$ cat config.mk
export PLATFORM = sky130hd
export DESIGN_NAME = bsg_axil_cmd_master_flat
export DESIGN_NICKNAME = d
export VERILOG_FILES = /design/src/rtl/bsg_axil_cmd_master_if.sv /design/src/rtl/bsg_axil_cmd_master.sv /design/src/flat_wrapper.sv
export SDC_FILE = /design/constraint.sdc
export NUM_CORES = 1
export LEC_CHECK = 0
export ABC_AREA = 0
export CAP_MARGIN = 20
export CORE_UTILIZATION = 34
export DETAILED_ROUTE_END_ITERATION = 6
export PLACE_DENSITY = 0.77
export SETUP_SLACK_MARGIN = 0.4
export SLEW_MARGIN = 10
export SYNTH_ARGS = -nofsm -noshare
export SYNTH_HDL_FRONTEND = slang
export SYNTH_SLANG_ARGS = --single-unit
$ cat constraint.sdc
create_clock -name clk_i -period 1.4 [get_ports clk_i]
set_input_delay 0.14 -clock clk_i [delete_from_list [all_inputs] [get_ports clk_i]]
set_output_delay 0.14 -clock clk_i [all_outputs]
set_load 0.005 [all_outputs]
$ cat src/rtl/bsg_axil_cmd_master_if.sv
// rtl/bsg_axil_cmd_master_if.sv - command/response stream plus AXI4-Lite master channels
// Signal suffixes are named from the command master's point of view.
interface bsg_axil_cmd_master_if #(
   parameter int axil_data_width_p = 32,
   parameter int axil_addr_width_p = 32
);
   logic                           v_i;
   logic [axil_data_width_p-1:0]   data_i;
   logic                           ready_o;
   logic                           v_o;
   logic [axil_data_width_p-1:0]   data_o;
   logic                           ready_i;
   logic                           error_o;

   logic [axil_addr_width_p-1:0]   m_axil_awaddr_o;
   logic [2:0]                     m_axil_awprot_o;
   logic                           m_axil_awvalid_o;
   logic                           m_axil_awready_i;
   logic [axil_data_width_p-1:0]   m_axil_wdata_o;
   logic [axil_data_width_p/8-1:0] m_axil_wstrb_o;
   logic                           m_axil_wvalid_o;
   logic                           m_axil_wready_i;
   logic [1:0]                     m_axil_bresp_i;
   logic                           m_axil_bvalid_i;
   logic                           m_axil_bready_o;
   logic [axil_addr_width_p-1:0]   m_axil_araddr_o;
   logic [2:0]                     m_axil_arprot_o;
   logic                           m_axil_arvalid_o;
   logic                           m_axil_arready_i;
   logic [axil_data_width_p-1:0]   m_axil_rdata_i;
   logic [1:0]                     m_axil_rresp_i;
   logic                           m_axil_rvalid_i;
   logic                           m_axil_rready_o;

   modport master (
      input  v_i, data_i, ready_i,
      output ready_o, v_o, data_o, error_o,
      output m_axil_awaddr_o, m_axil_awprot_o, m_axil_awvalid_o,
      input  m_axil_awready_i,
      output m_axil_wdata_o, m_axil_wstrb_o, m_axil_wvalid_o,
      input  m_axil_wready_i,
      input  m_axil_bresp_i, m_axil_bvalid_i,
      output m_axil_bready_o,
      output m_axil_araddr_o, m_axil_arprot_o, m_axil_arvalid_o,
      input  m_axil_arready_i,
      input  m_axil_rdata_i, m_axil_rresp_i, m_axil_rvalid_i,
      output m_axil_rready_o
   );

   modport slave (
      output v_i, data_i, ready_i,
      input  ready_o, v_o, data_o, error_o,
      input  m_axil_awaddr_o, m_axil_awprot_o, m_axil_awvalid_o,
      output m_axil_awready_i,
      input  m_axil_wdata_o, m_axil_wstrb_o, m_axil_wvalid_o,
      output m_axil_wready_i,
      output m_axil_bresp_i, m_axil_bvalid_i,
      input  m_axil_bready_o,
      input  m_axil_araddr_o, m_axil_arprot_o, m_axil_arvalid_o,
      output m_axil_arready_i,
      output m_axil_rdata_i, m_axil_rresp_i, m_axil_rvalid_i,
      input  m_axil_rready_o
   );
endinterface

$ cat src/rtl/bsg_axil_cmd_master.sv
// rtl/bsg_axil_cmd_master.sv - replays packed {wr, addr, wdata} commands as single AXI4-Lite transactions
// Optional BSG_AXIL_CMD_MASTER_WRITE_ACK_EN: writes also return a {bresp} response word.
module bsg_axil_cmd_master #(
   parameter int axil_data_width_p    = 32,
   parameter int axil_addr_width_p    = 32,
   parameter int payload_addr_width_p = 15,
   parameter int payload_data_width_p = 16,
   parameter logic [axil_addr_width_p-1:0] base_addr_p = '0
) (
   input  logic clk_i,
   input  logic reset_i,
   bsg_axil_cmd_master_if.master bus
);
   typedef enum logic [2:0] {
      e_ready, e_write_req, e_write_resp, e_read_req, e_read_resp, e_resp_out
   } state_e;

   state_e                         r_state;
   logic                           r_ready;
   logic                           r_awvalid;
   logic                           r_wvalid;
   logic                           r_bready;
   logic                           r_arvalid;
   logic                           r_rready;
   logic                           r_v;
   logic                           r_error;
   logic                           r_aw_done;
   logic                           r_w_done;
   logic [axil_addr_width_p-1:0]   r_addr;
   logic [axil_data_width_p-1:0]   r_wdata;
   logic [axil_data_width_p-1:0]   r_rdata;

   logic                            w_cmd_wr;
   logic [payload_addr_width_p-1:0] w_cmd_addr;
   logic [payload_data_width_p-1:0] w_cmd_data;
   logic [axil_addr_width_p-1:0]    w_byte_addr;
   logic                            w_aw_hs;
   logic                            w_w_hs;
   logic                            w_aw_fin;
   logic                            w_w_fin;

   assign w_cmd_wr    = bus.data_i[axil_data_width_p-1];
   assign w_cmd_addr  = bus.data_i[payload_data_width_p +: payload_addr_width_p];
   assign w_cmd_data  = bus.data_i[payload_data_width_p-1:0];
   // Word address to byte address; the shift and add wrap naturally at the bus width.
   assign w_byte_addr = base_addr_p + (axil_addr_width_p'(w_cmd_addr) << 2);

   assign w_aw_hs  = r_awvalid & bus.m_axil_awready_i;
   assign w_w_hs   = r_wvalid & bus.m_axil_wready_i;
   assign w_aw_fin = r_aw_done | w_aw_hs;
   assign w_w_fin  = r_w_done | w_w_hs;

   assign bus.ready_o          = r_ready;
   assign bus.v_o              = r_v;
   assign bus.data_o           = r_v ? r_rdata : '0;
   assign bus.error_o          = r_error;
   assign bus.m_axil_awaddr_o  = r_addr;
   assign bus.m_axil_awprot_o  = 3'b000;
   assign bus.m_axil_awvalid_o = r_awvalid;
   assign bus.m_axil_wdata_o   = r_wdata;
   assign bus.m_axil_wstrb_o   = '1;
   assign bus.m_axil_wvalid_o  = r_wvalid;
   assign bus.m_axil_bready_o  = r_bready;
   assign bus.m_axil_araddr_o  = r_addr;
   assign bus.m_axil_arprot_o  = 3'b000;
   assign bus.m_axil_arvalid_o = r_arvalid;
   assign bus.m_axil_rready_o  = r_rready;

   always_ff @(posedge clk_i) begin
      if (reset_i) begin
         r_state   <= e_ready;
         r_ready   <= 1'b1;
         r_awvalid <= 1'b0;
         r_wvalid  <= 1'b0;
         r_bready  <= 1'b0;
         r_arvalid <= 1'b0;
         r_rready  <= 1'b0;
         r_v       <= 1'b0;
         r_error   <= 1'b0;
         r_aw_done <= 1'b0;
         r_w_done  <= 1'b0;
         r_addr    <= '0;
         r_wdata   <= '0;
         r_rdata   <= '0;
      end else begin
         case (r_state)
            e_ready: begin
               if (bus.v_i && r_ready) begin
                  r_ready <= 1'b0;
                  r_addr  <= w_byte_addr;
                  r_wdata <= axil_data_width_p'(w_cmd_data);
                  if (w_cmd_wr) begin
                     r_state   <= e_write_req;
                     r_awvalid <= 1'b1;
                     r_wvalid  <= 1'b1;
                  end else begin
                     r_state   <= e_read_req;
                     r_arvalid <= 1'b1;
                  end
               end
            end
            e_write_req: begin
               if (w_aw_hs) begin
                  r_awvalid <= 1'b0;
                  r_aw_done <= 1'b1;
               end
               if (w_w_hs) begin
                  r_wvalid <= 1'b0;
                  r_w_done <= 1'b1;
               end
               // Later assignments win, so same-cycle completion clears the flags here.
               if (w_aw_fin && w_w_fin) begin
                  r_aw_done <= 1'b0;
                  r_w_done  <= 1'b0;
                  r_bready  <= 1'b1;
                  r_state   <= e_write_resp;
               end
            end
            e_write_resp: begin
               if (bus.m_axil_bvalid_i) begin
                  r_bready <= 1'b0;
                  if (bus.m_axil_bresp_i != 2'b00) r_error <= 1'b1;
`ifdef BSG_AXIL_CMD_MASTER_WRITE_ACK_EN
                  r_rdata <= axil_data_width_p'(bus.m_axil_bresp_i);
                  r_v     <= 1'b1;
                  r_state <= e_resp_out;
`else
                  r_ready <= 1'b1;
                  r_state <= e_ready;
`endif
               end
            end
            e_read_req: begin
               if (bus.m_axil_arready_i) begin
                  r_arvalid <= 1'b0;
                  r_rready  <= 1'b1;
                  r_state   <= e_read_resp;
               end
            end
            e_read_resp: begin
               if (bus.m_axil_rvalid_i) begin
                  r_rready <= 1'b0;
                  r_rdata  <= bus.m_axil_rdata_i;
                  if (bus.m_axil_rresp_i != 2'b00) r_error <= 1'b1;
                  r_v      <= 1'b1;
                  r_state  <= e_resp_out;
               end
            end
            e_resp_out: begin
               if (bus.ready_i) begin
                  r_v     <= 1'b0;
                  r_ready <= 1'b1;
                  r_state <= e_ready;
               end
            end
            default: begin
               r_state <= e_ready;
               r_ready <= 1'b1;
            end
         endcase
      end
   end
endmodule

$ cat src/flat_wrapper.sv
// flat-port wrapper written by rule: the top's interface ports become plain ports
module bsg_axil_cmd_master_flat 
#(
   parameter int axil_data_width_p    = 32,
   parameter int axil_addr_width_p    = 32,
   parameter int payload_addr_width_p = 15,
   parameter int payload_data_width_p = 16,
   parameter logic [axil_addr_width_p-1:0] base_addr_p = '0
)
  (clk_i, reset_i, bus_v_i, bus_data_i, bus_ready_i, bus_ready_o, bus_v_o, bus_data_o, bus_error_o, bus_m_axil_awaddr_o, bus_m_axil_awprot_o, bus_m_axil_awvalid_o, bus_m_axil_awready_i, bus_m_axil_wdata_o, bus_m_axil_wstrb_o, bus_m_axil_wvalid_o, bus_m_axil_wready_i, bus_m_axil_bresp_i, bus_m_axil_bvalid_i, bus_m_axil_bready_o, bus_m_axil_araddr_o, bus_m_axil_arprot_o, bus_m_axil_arvalid_o, bus_m_axil_arready_i, bus_m_axil_rdata_i, bus_m_axil_rresp_i, bus_m_axil_rvalid_i, bus_m_axil_rready_o);
  bsg_axil_cmd_master_if #(.axil_data_width_p(axil_data_width_p), .axil_addr_width_p(axil_addr_width_p)) bus_i ();
  input  logic clk_i;
  input  logic reset_i;
  input wire logic [$bits(bus_i.v_i)-1:0] bus_v_i;
  input wire logic [$bits(bus_i.data_i)-1:0] bus_data_i;
  input wire logic [$bits(bus_i.ready_i)-1:0] bus_ready_i;
  output wire logic [$bits(bus_i.ready_o)-1:0] bus_ready_o;
  output wire logic [$bits(bus_i.v_o)-1:0] bus_v_o;
  output wire logic [$bits(bus_i.data_o)-1:0] bus_data_o;
  output wire logic [$bits(bus_i.error_o)-1:0] bus_error_o;
  output wire logic [$bits(bus_i.m_axil_awaddr_o)-1:0] bus_m_axil_awaddr_o;
  output wire logic [$bits(bus_i.m_axil_awprot_o)-1:0] bus_m_axil_awprot_o;
  output wire logic [$bits(bus_i.m_axil_awvalid_o)-1:0] bus_m_axil_awvalid_o;
  input wire logic [$bits(bus_i.m_axil_awready_i)-1:0] bus_m_axil_awready_i;
  output wire logic [$bits(bus_i.m_axil_wdata_o)-1:0] bus_m_axil_wdata_o;
  output wire logic [$bits(bus_i.m_axil_wstrb_o)-1:0] bus_m_axil_wstrb_o;
  output wire logic [$bits(bus_i.m_axil_wvalid_o)-1:0] bus_m_axil_wvalid_o;
  input wire logic [$bits(bus_i.m_axil_wready_i)-1:0] bus_m_axil_wready_i;
  input wire logic [$bits(bus_i.m_axil_bresp_i)-1:0] bus_m_axil_bresp_i;
  input wire logic [$bits(bus_i.m_axil_bvalid_i)-1:0] bus_m_axil_bvalid_i;
  output wire logic [$bits(bus_i.m_axil_bready_o)-1:0] bus_m_axil_bready_o;
  output wire logic [$bits(bus_i.m_axil_araddr_o)-1:0] bus_m_axil_araddr_o;
  output wire logic [$bits(bus_i.m_axil_arprot_o)-1:0] bus_m_axil_arprot_o;
  output wire logic [$bits(bus_i.m_axil_arvalid_o)-1:0] bus_m_axil_arvalid_o;
  input wire logic [$bits(bus_i.m_axil_arready_i)-1:0] bus_m_axil_arready_i;
  input wire logic [$bits(bus_i.m_axil_rdata_i)-1:0] bus_m_axil_rdata_i;
  input wire logic [$bits(bus_i.m_axil_rresp_i)-1:0] bus_m_axil_rresp_i;
  input wire logic [$bits(bus_i.m_axil_rvalid_i)-1:0] bus_m_axil_rvalid_i;
  output wire logic [$bits(bus_i.m_axil_rready_o)-1:0] bus_m_axil_rready_o;
  assign bus_i.v_i = bus_v_i;
  assign bus_i.data_i = bus_data_i;
  assign bus_i.ready_i = bus_ready_i;
  assign bus_ready_o = bus_i.ready_o;
  assign bus_v_o = bus_i.v_o;
  assign bus_data_o = bus_i.data_o;
  assign bus_error_o = bus_i.error_o;
  assign bus_m_axil_awaddr_o = bus_i.m_axil_awaddr_o;
  assign bus_m_axil_awprot_o = bus_i.m_axil_awprot_o;
  assign bus_m_axil_awvalid_o = bus_i.m_axil_awvalid_o;
  assign bus_i.m_axil_awready_i = bus_m_axil_awready_i;
  assign bus_m_axil_wdata_o = bus_i.m_axil_wdata_o;
  assign bus_m_axil_wstrb_o = bus_i.m_axil_wstrb_o;
  assign bus_m_axil_wvalid_o = bus_i.m_axil_wvalid_o;
  assign bus_i.m_axil_wready_i = bus_m_axil_wready_i;
  assign bus_i.m_axil_bresp_i = bus_m_axil_bresp_i;
  assign bus_i.m_axil_bvalid_i = bus_m_axil_bvalid_i;
  assign bus_m_axil_bready_o = bus_i.m_axil_bready_o;
  assign bus_m_axil_araddr_o = bus_i.m_axil_araddr_o;
  assign bus_m_axil_arprot_o = bus_i.m_axil_arprot_o;
  assign bus_m_axil_arvalid_o = bus_i.m_axil_arvalid_o;
  assign bus_i.m_axil_arready_i = bus_m_axil_arready_i;
  assign bus_i.m_axil_rdata_i = bus_m_axil_rdata_i;
  assign bus_i.m_axil_rresp_i = bus_m_axil_rresp_i;
  assign bus_i.m_axil_rvalid_i = bus_m_axil_rvalid_i;
  assign bus_m_axil_rready_o = bus_i.m_axil_rready_o;
  bsg_axil_cmd_master #(.axil_data_width_p(axil_data_width_p), .axil_addr_width_p(axil_addr_width_p), .payload_addr_width_p(payload_addr_width_p), .payload_data_width_p(payload_data_width_p), .base_addr_p(base_addr_p)) u_core (.clk_i(clk_i), .reset_i(reset_i), .bus(bus_i));
endmodule
== Word-level counts from Yosys, hierarchy flattened ==
Index checks and enable logic that the tools add are counted.
W data, S select, Z words.
Cells by class
  equal/unequal tests: 17
  multiplexer cells: 41
  reductions and logical operators: 27
  add/subtract/negate cells: 0
  bitwise logic cells: 5
  shift-type cells: 0
  multiply operators: 0
  order comparisons: 0
  divide/modulo/power cells: 0
Operators by type and width (count)
  $mux W32: 1
  $mux W1: 24
  $reduce_bool A2 Y1: 10
  $mux W3: 6
  $pmux W3 S6: 1
  $reduce_and A4 Y1: 4
  $pmux W1 S2: 7
  $ne A2 B1 Y1 const B: 6
  $ne A2 B2 Y1 const B: 6
  $reduce_and A3 Y1: 3
  $reduce_and A2 Y1: 4
  $eq A3 B2 Y1 const B: 2
  $eq A3 B3 Y1 const B: 2
  $reduce_and A6 Y1: 1
  $reduce_and A5 Y1: 1
  $pmux W1 S4: 1
  $eq A3 B1 Y1 const B: 1
  $logic_not A3 Y1: 1
  $reduce_or A3 Y1: 1
  $and A1 B1 Y1: 2
  $logic_and A1 B1 Y1: 2
  $mux W2: 1
  $or A1 B1 Y1: 2
  $not A1 Y1: 1
Word-level totals
  output and inout bits: 146
  logic and storage cells: 104
  bits in writable memories: 0
  latch bits: 0
  register bits: 76
  input bits: 77
  ROM bits: 0
  memories kept: 0

== Logic depth before layout (Yosys ltp) ==
Gate-level depths: netlist of the first run.
  depth after elaboration: 5
  depth in mapped cells: 6
  mapped depth without buffers: 4

== Worst setup path after synthesis of the first run ==
OpenSTA, ideal clock, no wires.
  path kind: flip-flop to flip-flop
  start: register u_core.r_state[2]
  end: register u_core.r_addr[11] (netlist: u_core.bus.m_axil_araddr_o[11])
  cell stages (with the launch flop): 7
  period minus slack after synthesis: 1440 ps
  buffers on the path: 3
  arrival: 1307 ps
  data required time: 1268 ps
  setup slack: -40 ps
  setup time: 132 ps
  cell sequence: dfxtp_1 buf_6 or4_4 buf_6 buf_8 nand2_1 a21oi_1
On the way
  longest elaborated chain between the ends: 2
RTL lines
  from (decl): line bsg_axil_cmd_master.sv:18  | state_e r_state;
  from (signal assigned): line bsg_axil_cmd_master.sv:71  | r_state <= e_ready;
  from (signal assigned): line bsg_axil_cmd_master.sv:93  | r_state <= e_write_req;
  from (signal assigned): line bsg_axil_cmd_master.sv:97  | r_state <= e_read_req;
  $logic_not A3 Y1: line bsg_axil_cmd_master.sv:86  | case (r_state)
  $reduce_and A2 Y1 (no line)
  to (signal assigned): line bsg_axil_cmd_master.sv:90  | r_addr <= w_byte_addr;
  to (decl): line bsg_axil_cmd_master.sv:29  | logic [axil_addr_width_p-1:0] r_addr;
Every way passes these cells.
A chain may end at the register's enable or synchronous reset.

== Worst setup path after layout of the first run ==
  start: register u_core.r_ready (netlist: u_core.bus.ready_o)
  end: register u_core.r_wdata[12] (netlist: u_core.bus.m_axil_wdata_o[12])
On the way
  longest elaborated chain between the ends: 2
RTL lines
  from (decl): line bsg_axil_cmd_master.sv:19  | logic r_ready;
  from (signal assigned): line bsg_axil_cmd_master.sv:72  | r_ready <= 1'b1;
  from (signal assigned): line bsg_axil_cmd_master.sv:89  | r_ready <= 1'b0;
  from (signal assigned): line bsg_axil_cmd_master.sv:128  | r_ready <= 1'b1;
  $logic_and A1 B1 Y1: line bsg_axil_cmd_master.sv:88  | if (bus.v_i && r_ready) begin
  $reduce_and A2 Y1 (no line)
  to (signal assigned): line bsg_axil_cmd_master.sv:91  | r_wdata <= axil_data_width_p'(w_cmd_data);
  to (decl): line bsg_axil_cmd_master.sv:30  | logic [axil_data_width_p-1:0] r_wdata;
Every way passes these cells.

==> summary.txt, run 1 <==
vias in the first global route -> 3,938
Yosys top cell by area -> dfxtp_1
Avg Cell Area, Syn -> 7.92 sq um
Final Hold Vio Count -> 0
CP endpoint kind -> flop
RSZ-0062 raised after global routing -> true
Synth top area share -> 41.4%
worst hold stages -> 3
Crit Path Category -> flop to flop
antenna-violating nets left -> 0
Synth area leaders -> dfxtp_1 41%, buf_4 15%, nand2_1 13%
Setup crit start kind -> flop
Critical-path top delay cell -> or4_4
Critical Path, Cell by Cell -> nand2_4, buf_12, or4_4, nand2_1, a21oi_1
PwrDens -> 1240 mW/mm^2
ratio of routed vias to standard cells -> 4.83
IO Port Bufs -> 162
Mapped Cells -> 464
Worst-path clk slew -> 0.08 ns
hold path start -> reset_i
cts hold-fix bufs -> 0
# DRC -> 0
Unique masters post-synth -> 41
critical path's largest stage delay -> 0.63 ns
hold_ws -> 0.307 ns
area grow syn2layout -> 104%
clk_skew -> 0.0115 ns
failing checks -> negative setup slack
hold endpoint -> u_core.r_state[1]
final worst slack -> -0.110 ns
Inserted Clock Buffers -> 9
Post-Synth Adder-Cell Area -> 0%
R2R setup slack -> -0.11 ns
Final Util -> 71.8%
clock tree sinks -> 76
CTS tree -> yes
Worst EP required -> 1.61 ns
post-synthesis compound-gate area fraction -> 14.0%
Synth Register Bits -> 76
root buffer cell -> clkbuf_8
std cell rows -> 37
status -> finished, violations left
initial antenna violation count -> 0
Die ar. -> 0.0112 sq mm
# IOs -> 223
GP Congestion -> 0.848
Slew Limit Fails -> 0
Syn Std Cell Area -> 0.00367 sq mm
max-cap viol count -> 0
gr usage total -> 23.3%
die height -> 106 microns
Worst-Skew Late Latency -> 0.34 ns
FF-to-FF path depth -> 5
drt wl/cell -> 17.7 microns
NumNets Final -> 786
HPWL Detailed -> 6.75 mm
fill cell count -> 689
FF-to-FF Start -> u_core.bus.ready_o
total core area -> 0.0104 sq mm
Routed WL -> 15.0 mm
largest net degree at the start of global routing -> 45
largest family of logic cells by synthesized area -> simple AND/OR/NAND/NOR gates
1st-iter DRT viols -> 178
first-pass GRT wire length -> 20.3 mm
WP data arrival -> 1.72 ns
multiplexer share of the synthesized area -> 0.272%
Starting Density -> 35.3%
Pleak -> 3.37 nW
xor-xnor portion of the synthesized cell area -> 0%
layout cells sized above 1 -> 62.4%
vias after detailed routing -> 4,099
largest fanout on the critical path -> 8
die width -> 106 microns
R2R Path End -> u_core.bus.m_axil_wdata_o[12]
sequential area share after synthesis -> 41.4%
maximum vdd drop -> 0.000620 V
clock buffer depth -> 2
Diodes inserted -> 0
H-tree Lvls -> 3
DR pass1 iterations -> 4
Synth Area in Simple Gates -> 23.3%
Power Total -> 9.30 mW
fin crit share -> 108%
Tmin final -> 1.51 ns
# setup viols final -> 71
Syn. warnings -> 0
grt ovf -> 0
hold crit path type -> input pin to flop
fmax -> 662 MHz
where the power goes:
part	switching, mW	total [mW]	leakage [nW]	internal, mW
clock	0.825	1.81	0.105	0.983
combinational	2.07	4.74	2.63	2.67
sequential	0.241	2.75	0.635	2.51
total	3.13	9.30	3.37	6.16
cells in the final DEF (no fill, tap or decap), types with 30 or more instances in the layout:
master / netlist / final
dfxtp_2: 0 / 36
nand2_1: 129 / 50
buf_2: 7 / 30
dfxtp_1: 76 / 35
buf_6: 6 / 101
a21oi_2: 2 / 55
clkdlybuf4s50_1: 0 / 74
buf_4: 75 / 36
nand2_2: 1 / 37
conb_1: 2 / 60
and2_4: 0 / 31
nand2_4: 0 / 43
routing by layer:
metal | vias to the layer above | share of wire, % | track usage, %
li1 | 1869 | - | -
met5 | - | 0 | 0
met4 | 0 | 1.1 | 6.65
met3 | 18 | 5.6 | 6.38
met2 | 201 | 56 | 44.2
met1 | 2011 | 38 | 24.9
layout make-up:
cell class	instances	area, sq um	share of cell area, %
clock inverters	5	78.8	1.05
repair buffers	276	3010	40.3
well taps	136	170	2.28
multi-input cells	342	2490	33.3
flip-flops and latches	76	1590	21.2
clock buffers	9	124	1.66
inverters	4	18.8	0.251
worst max-delay path by stage:
stage	start	to	depth (start not counted)	slack (ns)
floorplan	u_core.r_state[2]	u_core.bus.m_axil_araddr_o[11]	6	0.01
global placement	bus_v_i	u_core.bus.m_axil_araddr_o[7]	5	-0.19
detailed placement	bus_v_i	u_core.bus.m_axil_araddr_o[4]	5	-0.22
CTS	u_core.bus.v_o	bus_data_o[12]	5	-0.1
global route	u_core.r_state[2]	u_core.bus.m_axil_wdata_o[15]	7	-0.16
finish	u_core.bus.ready_o	u_core.bus.m_axil_wdata_o[12]	5	-0.11
sequential cells by signal, indices dropped and copies added (netlist names), 3 cells and up:
register and flops:
u_core.bus.m_axil_araddr_o 15, u_core.r_state 3, u_core.bus.m_axil_wdata_o 16, u_core.r_rdata 32
worst max-delay path, delay by kind of cell, from the launching register on:
kind                   cells  cell delay [ns]
AND/OR/NAND/NOR            3             0.84
flip-flops                 1             0.36
buffers and inverters      1             0.12
AO/OA/AOI/OAI              1             0.07
timing repair:
item | CTS | global route
setup endpoints to repair | 162 | 133
buffers inserted | 60 | 20
gates cloned | 14 | 3
resized for setup | 558 | 164
pin swaps | 47 | 87
logic make-up after synthesis:
group	Yosys count
compound gates	92
simple gates	187
mux	1
other cells	2
buf+inv	106
flops	76
cells in the mapped netlist:
master,count
or4_4,1
buf_6,6
a211oi_1,2
a21oi_1,72
a21o_1,2
and2b_4,1
mux2i_1,1
o22ai_1,1
nor2_1,10
nand2b_1,2
buf_4,75
nand3_1,1
nor3b_2,1
nand2_1,129
a32oi_1,1
o21bai_1,1
buf_1,1
and2_1,32
a31oi_1,3
dfxtp_1,76
nand4b_1,1
o21a_1,1
and2b_2,1
and3_1,1
a311oi_1,1
a21oi_2,2
nor4_4,1
a221oi_1,1
nor3_1,2
a41o_1,1
o21ai_1,1
inv_1,4
buf_8,3
conb_1,2
a2111oi_0,1
o211ai_1,2
nand3b_1,1
nor2b_1,2
nand2_2,1
buf_2,7
clkbuf_1,10
per-stage QoR:
step | area, sq um | setup slack (ns) | cells | TNS [ns]
5_1_grt | 7480 | -0.155 | 848 | -6.12
3_3_place_gp | 5160 | -0.187 | 737 | -8.01
2_1_floorplan | 3960 | 0.0123 | 522 | 0
6_report | 7480 | -0.110 | 848 | -2.77
4_1_cts | 6650 | -0.0953 | 825 | -2.00
3_5_place_dp | 5160 | -0.223 | 737 | -10.70
Power figures use the tool's default switching activity.
==> run 2, diff against run 1 <==
--- a/config.mk
+++ b/config.mk
@@ -7,6 +7,7 @@
 export LEC_CHECK = 0
 export ABC_AREA = 0
 export CAP_MARGIN = 20
+export CORE_ASPECT_RATIO = 0.75
 export CORE_UTILIZATION = 34
 export DETAILED_ROUTE_END_ITERATION = 6
 export PLACE_DENSITY = 0.77
==> run 2 against run 1 <==
The flow still finishes with violations (negative setup slack). Sequential power about the same. Critical path depth up 1. Worst setup slack worse by 0.0069 ns. First-iteration DRC count down 29%. Via count down 9.3%. Clock skew down 0.0065 ns. Register-to-register slack about the same. Fmax down 0.45%. Non-clock buffer count down 28. Clock power up 19%. Design area down 12%. Die area about the same. Critical path type unchanged. Critical endpoint is now u_core.bus.m_axil_wvalid_o. Largest cell class unchanged.
==> summary.txt, run 2 (synthesis results as in run 1) <==
most common library cell in the layout ignoring fill and taps -> nand2_1
WP data arrival -> 1.74 ns
die height -> 92.0 microns
cts hold-fix bufs -> 0
die width -> 122 microns
Power Total -> 8.80 mW
1st-iter DRT viols -> 126
total core area -> 0.0104 sq mm
Final Hold Vio Count -> 0
std cell rows -> 32
RSZ-0062 raised after global routing -> true
Starting Density -> 35.3%
DR pass1 iterations -> 4
IO Port Bufs -> 162
Worst-path clk slew -> 0.06 ns
GP Congestion -> 0.775
Diodes inserted -> 0
clock buffer depth -> 2
# DRC -> 0
# IOs -> 223
P_sw -> 2.73 mW
Layout Cells excl Fill -> 820
combinational power share -> 44.2%
switching part of the total -> 31.0%
vias in the first global route -> 3,739
TNS Setup -> -2.89 ns
clk_skew -> 0.00500 ns
first-pass GRT wire length -> 18.7 mm
dpl cells -> 742
Worst-Skew Late Latency -> 0.33 ns
Slew Limit Fails -> 0
layout cells sized above 1 -> 48.8%
NumNets Final -> 758
Inserted Clock Buffers -> 9
final worst slack -> -0.117 ns
vias after detailed routing -> 3,719
clock share of power -> 24.6%
PwrDens -> 1330 mW/mm^2
Largest Register -> u_core.r_rdata
Die ar. -> 0.0112 sq mm
internal power -> 6.07 mW
HPWL Detailed -> 7.13 mm
R2R setup slack -> -0.12 ns
CP endpoint kind -> flop
clock tree sinks -> 76
max reg flops -> 32
Critical-path top delay cell -> dfxtp_4
initial antenna violation count -> 0
fin crit share -> 108%
max-cap viol count -> 0
grt ovf -> 0
area grow syn2layout -> 80.0%
H-tree Lvls -> 3
failing checks -> negative setup slack
hold crit path type -> input pin to flop
gr usage total -> 21.9%
Critical Path, Cell by Cell -> buf_6, nor4_4, buf_6, buf_6, a21oi_2, a311oi_1
Crit Path Category -> flop to flop
largest fanout on the critical path -> 5
Tmin final -> 1.52 ns
fmax -> 659 MHz
# setup viols final -> 60
sequential power share -> 31.2%
Setup crit start kind -> flop
antenna-violating nets left -> 0
largest net degree at the start of global routing -> 73
Routed WL -> 12.7 mm
status -> finished, violations left
Pleak -> 2.92 nW
critical path's largest stage delay -> 0.36 ns
Worst EP required -> 1.62 ns
most frequent cells in the layout -> 91 x nand2_1, 75 x clkdlybuf4s50_1, 70 x buf_6
most frequent CP cell -> buf_6
drt wl/cell -> 15.5 microns
CTS tree -> yes
root buffer cell -> clkbuf_16
maximum vdd drop -> 0.000799 V
ratio of routed vias to standard cells -> 4.54
==> run 2: cell count changes in the layout (fill, tap and decap cells not counted), sizes merged <==
cell           change
dlygate4sd2        -1
clkbuf             -2
clkinvlp           -1
bufinv             -1
clkdlybuf4s50      +1
clkinv             -1
inv                +1
dlymetal6s2s       -4
buf               -20
==> run 2: timing repair <==
action / in CTS / in global routing
gates resized for setup: 514 / 62
endpoints found under the setup margin: 162 / 124
setup buffers: 37 / 15
pin swaps: 52 / 35
gates cloned: 11 / 1
==> run 2: cell type report <==
type | instances | area (sq um)
flip-flops and latches | 76 | 1590
clock buffers | 11 | 233
repair buffers | 248 | 2540
inverters | 4 | 15.0
multi-input cells | 342 | 2030
clock inverters | 3 | 40.0
fillers | 855 | 3800
well taps | 136 | 170
==> run 2: power groups by stage <==
| stage | clock network, mW | registers, mW | logic [mW] |
|---|---|---|---|
| floorplan | 0 | 2.69 | 1.44 |
| global placement | 0 | 2.69 | 2.26 |
| detailed placement | 0 | 2.71 | 2.33 |
| CTS | 2.21 | 2.75 | 3.48 |
| global route | 2.32 | 2.78 | 4.12 |
| finish | 2.16 | 2.75 | 3.89 |
==> run 2: per-stage QoR <==
stage | hold WS [ns] | util [%] | worst slack [ns] | instance area [sq um]
finish | 0.0849 | 63.5 | -0.117 | 6610
global route | 0.0754 | 63.5 | -0.166 | 6610
CTS | 0.0636 | 60.6 | -0.0844 | 6310
detailed placement | 0.426 | 49.9 | -0.296 | 5200
global placement | 0.419 | 49.9 | -0.231 | 5200
floorplan | 0.254 | - | 0.0123 | 3960
==> run 2: layer usage <==
layer,vias up,routed length [microns],track usage [%],part of all wire [%]
li1,1809,-,-,-
met1,1772,5360,26.1,42
met2,127,6580,39.4,52
met3,11,569,4.29,4.5
met4,0,156,6.28,1.2
met5,-,0,0,0
==> run 2: final timing paths <==
kind	cells after the start	startpoint	endpoint
setup / recovery	6	u_core.r_state[1]	u_core.bus.m_axil_wvalid_o
hold / removal	2	reset_i	u_core.r_state[0]
setup reg to reg	6	u_core.r_state[1]	u_core.bus.m_axil_wvalid_o
hold reg to reg	2	u_core.r_rdata[31]	u_core.r_rdata[31]
==> run 2: critical path: cells and delay by family (launching register included) <==
family | cells | cell delay [ns]
buffers and inverters | 3 | 0.45
DFF | 1 | 0.36
and+or+nand+nor | 1 | 0.33
AOI/OAI and AO/OA | 2 | 0.27
==> run 3, diff against run 2 <==
--- a/config.mk
+++ b/config.mk
@@ -10,6 +10,7 @@
 export CORE_ASPECT_RATIO = 0.75
 export CORE_UTILIZATION = 34
 export DETAILED_ROUTE_END_ITERATION = 6
+export HOLD_SLACK_MARGIN = 0.15
 export PLACE_DENSITY = 0.77
 export SETUP_SLACK_MARGIN = 0.4
 export SLEW_MARGIN = 10
==> run 3 against run 2 <==
The run still ends with negative setup slack left. Sequential share of layout area is 0.072 points lower. Clock power barely moved. Power up 0.36%. Final cell count increased by 0.12%. Hold slack improved by 0.22 ns. Design area is 0.30% higher. Non-clock buffer count up 1. Critical path depth fell by 1.
==> summary.txt, run 3 (synthesis results as in run 1) <==
initial antenna violation count -> 0
Tmin final -> 1.52 ns
HPWL Detailed -> 7.13 mm
final worst slack -> -0.120 ns
Slew Limit Fails -> 0
Worst-path clk slew -> 0.06 ns
max-cap viol count -> 0
clk_skew -> 0.00549 ns
vias in the first global route -> 3,771
grt ovf -> 0
RSZ-0062 raised after global routing -> true
critical path depth -> 5
Inserted Clock Buffers -> 9
combinational power share -> 44.3%
Final Hold Vio Count -> 0
area grow syn2layout -> 80.6%
hold crit path type -> input pin to flop
switching part of the total -> 31.2%
P_sw -> 2.76 mW
sequential power share -> 31.1%
worst hold stages -> 3
Pleak -> 2.92 nW
NumNets Final -> 759
Die ar. -> 0.0112 sq mm
# IOs -> 223
max reg flops -> 32
failing checks -> negative setup slack
root buffer cell -> clkbuf_16
Critical-path top delay cell -> or4_4
hold path start -> reset_i
FF-to-FF path depth -> 5
largest fanout on the critical path -> 8
vias after detailed routing -> 3,753
std cell rows -> 32
critical path's largest stage delay -> 0.63 ns
Setup crit start kind -> flop
die height -> 92.0 microns
drt wl/cell -> 15.5 microns
fin crit share -> 109%
CTS tree -> yes
FF-to-FF Start -> u_core.bus.ready_o
1st-iter DRT viols -> 128
internal power -> 6.08 mW
first-pass GRT wire length -> 18.7 mm
fmax -> 658 MHz
maximum vdd drop -> 0.000801 V
Worst EP required -> 1.60 ns
H-tree Lvls -> 3
Largest delay share family, worst path -> simple AND/OR/NAND/NOR gates
hold_ws -> 0.304 ns
antenna-violating nets left -> 0
TNS Setup -> -3.16 ns
# setup viols final -> 62
clock buffer depth -> 2
Largest Register -> u_core.r_rdata
clock share of power -> 24.6%
Place WS -> -0.296 ns
Crit Path Category -> flop to flop
IO Port Bufs -> 162
ratio of routed vias to standard cells -> 4.57
Diodes inserted -> 0
status -> finished, violations left
most common library cell in the layout ignoring fill and taps -> nand2_1
DR pass1 iterations -> 4
Critical Path, Cell by Cell -> nand2_4, buf_6, or4_4, nand2_1, a21oi_1
hold endpoint -> u_core.r_state[1]
# DRC -> 0
clock tree sinks -> 76
WP data arrival -> 1.72 ns
CP endpoint kind -> flop
GP Congestion -> 0.775
Starting Density -> 35.3%
Routed WL -> 12.8 mm
layout cells sized above 1 -> 49.2%
Worst-Skew Late Latency -> 0.33 ns
total core area -> 0.0104 sq mm
R2R Path End -> u_core.bus.m_axil_wdata_o[12]
largest net degree at the start of global routing -> 73
gr usage total -> 22.0%
most frequent cells in the layout -> 90 x nand2_1, 75 x clkdlybuf4s50_1, 70 x buf_6
die width -> 122 microns
PwrDens -> 1330 mW/mm^2
R2R setup slack -> -0.12 ns
worst path buffer plus inverter count -> 1
run 3: cell count changes in the layout (fill, tap and decap cells not counted):
| cell | delta |
|---|---|
| dlygate4sd3_1 | +1 |
| nand2_1 | -1 |
| a21oi_2 | +2 |
| nand2_2 | +1 |
| a21oi_1 | -2 |
run 3: through the flow:
stage	power (mW)	cell area, sq um	utilization [%]	std cells
6_report	8.83	6630	63.7	821
4_1_cts	8.44	6320	60.7	805
5_1_grt	9.22	6630	63.7	821
2_1_floorplan	4.13	3960	-	522
3_3_place_gp	4.95	5200	49.9	742
3_5_place_dp	5.04	5200	49.9	742
run 3: area by class of cell:
cell class	instances	area, sq um
Inverter	4	15.0
Sequential cell	76	1590
Clock buffer	11	233
Multi-Input combinational cell	342	2040
Fill cell	854	3780
Tap cell	136	170
Clock inverter	3	40.0
Timing Repair Buffer	249	2550
run 3: worst max path at each step:
stage | end | start
2_1_floorplan | u_core.bus.m_axil_araddr_o[11] | u_core.r_state[2]
5_1_grt | u_core.bus.m_axil_wdata_o[12] | u_core.bus.ready_o
4_1_cts | bus_data_o[31] | u_core.bus.v_o
6_report | u_core.bus.m_axil_wdata_o[12] | u_core.bus.ready_o
3_3_place_gp | u_core.bus.m_axil_araddr_o[11] | bus_v_i
3_5_place_dp | u_core.bus.m_axil_wdata_o[9] | bus_v_i
run 3: timing repair:
action | in CTS | in global routing
pin swaps | 52 | 35
gates resized for setup | 514 | 65
setup buffers | 37 | 15
gates cloned | 11 | 1
endpoints found under the hold margin | 3 | 0
endpoints found under the setup margin | 162 | 124
hold buffers | 1 | 0
run 3: layer usage:
| layer | share of wire [%] | GRT usage [%] |
|---|---|---|
| met2 | 51 | 39.8 |
| met5 | 0 | 0 |
| met1 | 43 | 26.0 |
| met4 | 1.3 | 6.48 |
| met3 | 4.7 | 4.29 |
run 3: power by group through the flow:
stage / Clock [mW] / Combinational (mW) / Sequential [mW]
after floorplan: 0 / 1.44 / 2.69
after global placement: 0 / 2.26 / 2.69
after detailed placement: 0 / 2.33 / 2.71
after CTS: 2.21 / 3.48 / 2.75
after global routing: 2.32 / 4.13 / 2.78
final: 2.17 / 3.91 / 2.75
run 3: worst min-delay path, cell delays in order:
cell	delay, ns
buf_2	0.14
a2111oi_1	0.08
a41o_1	0.23
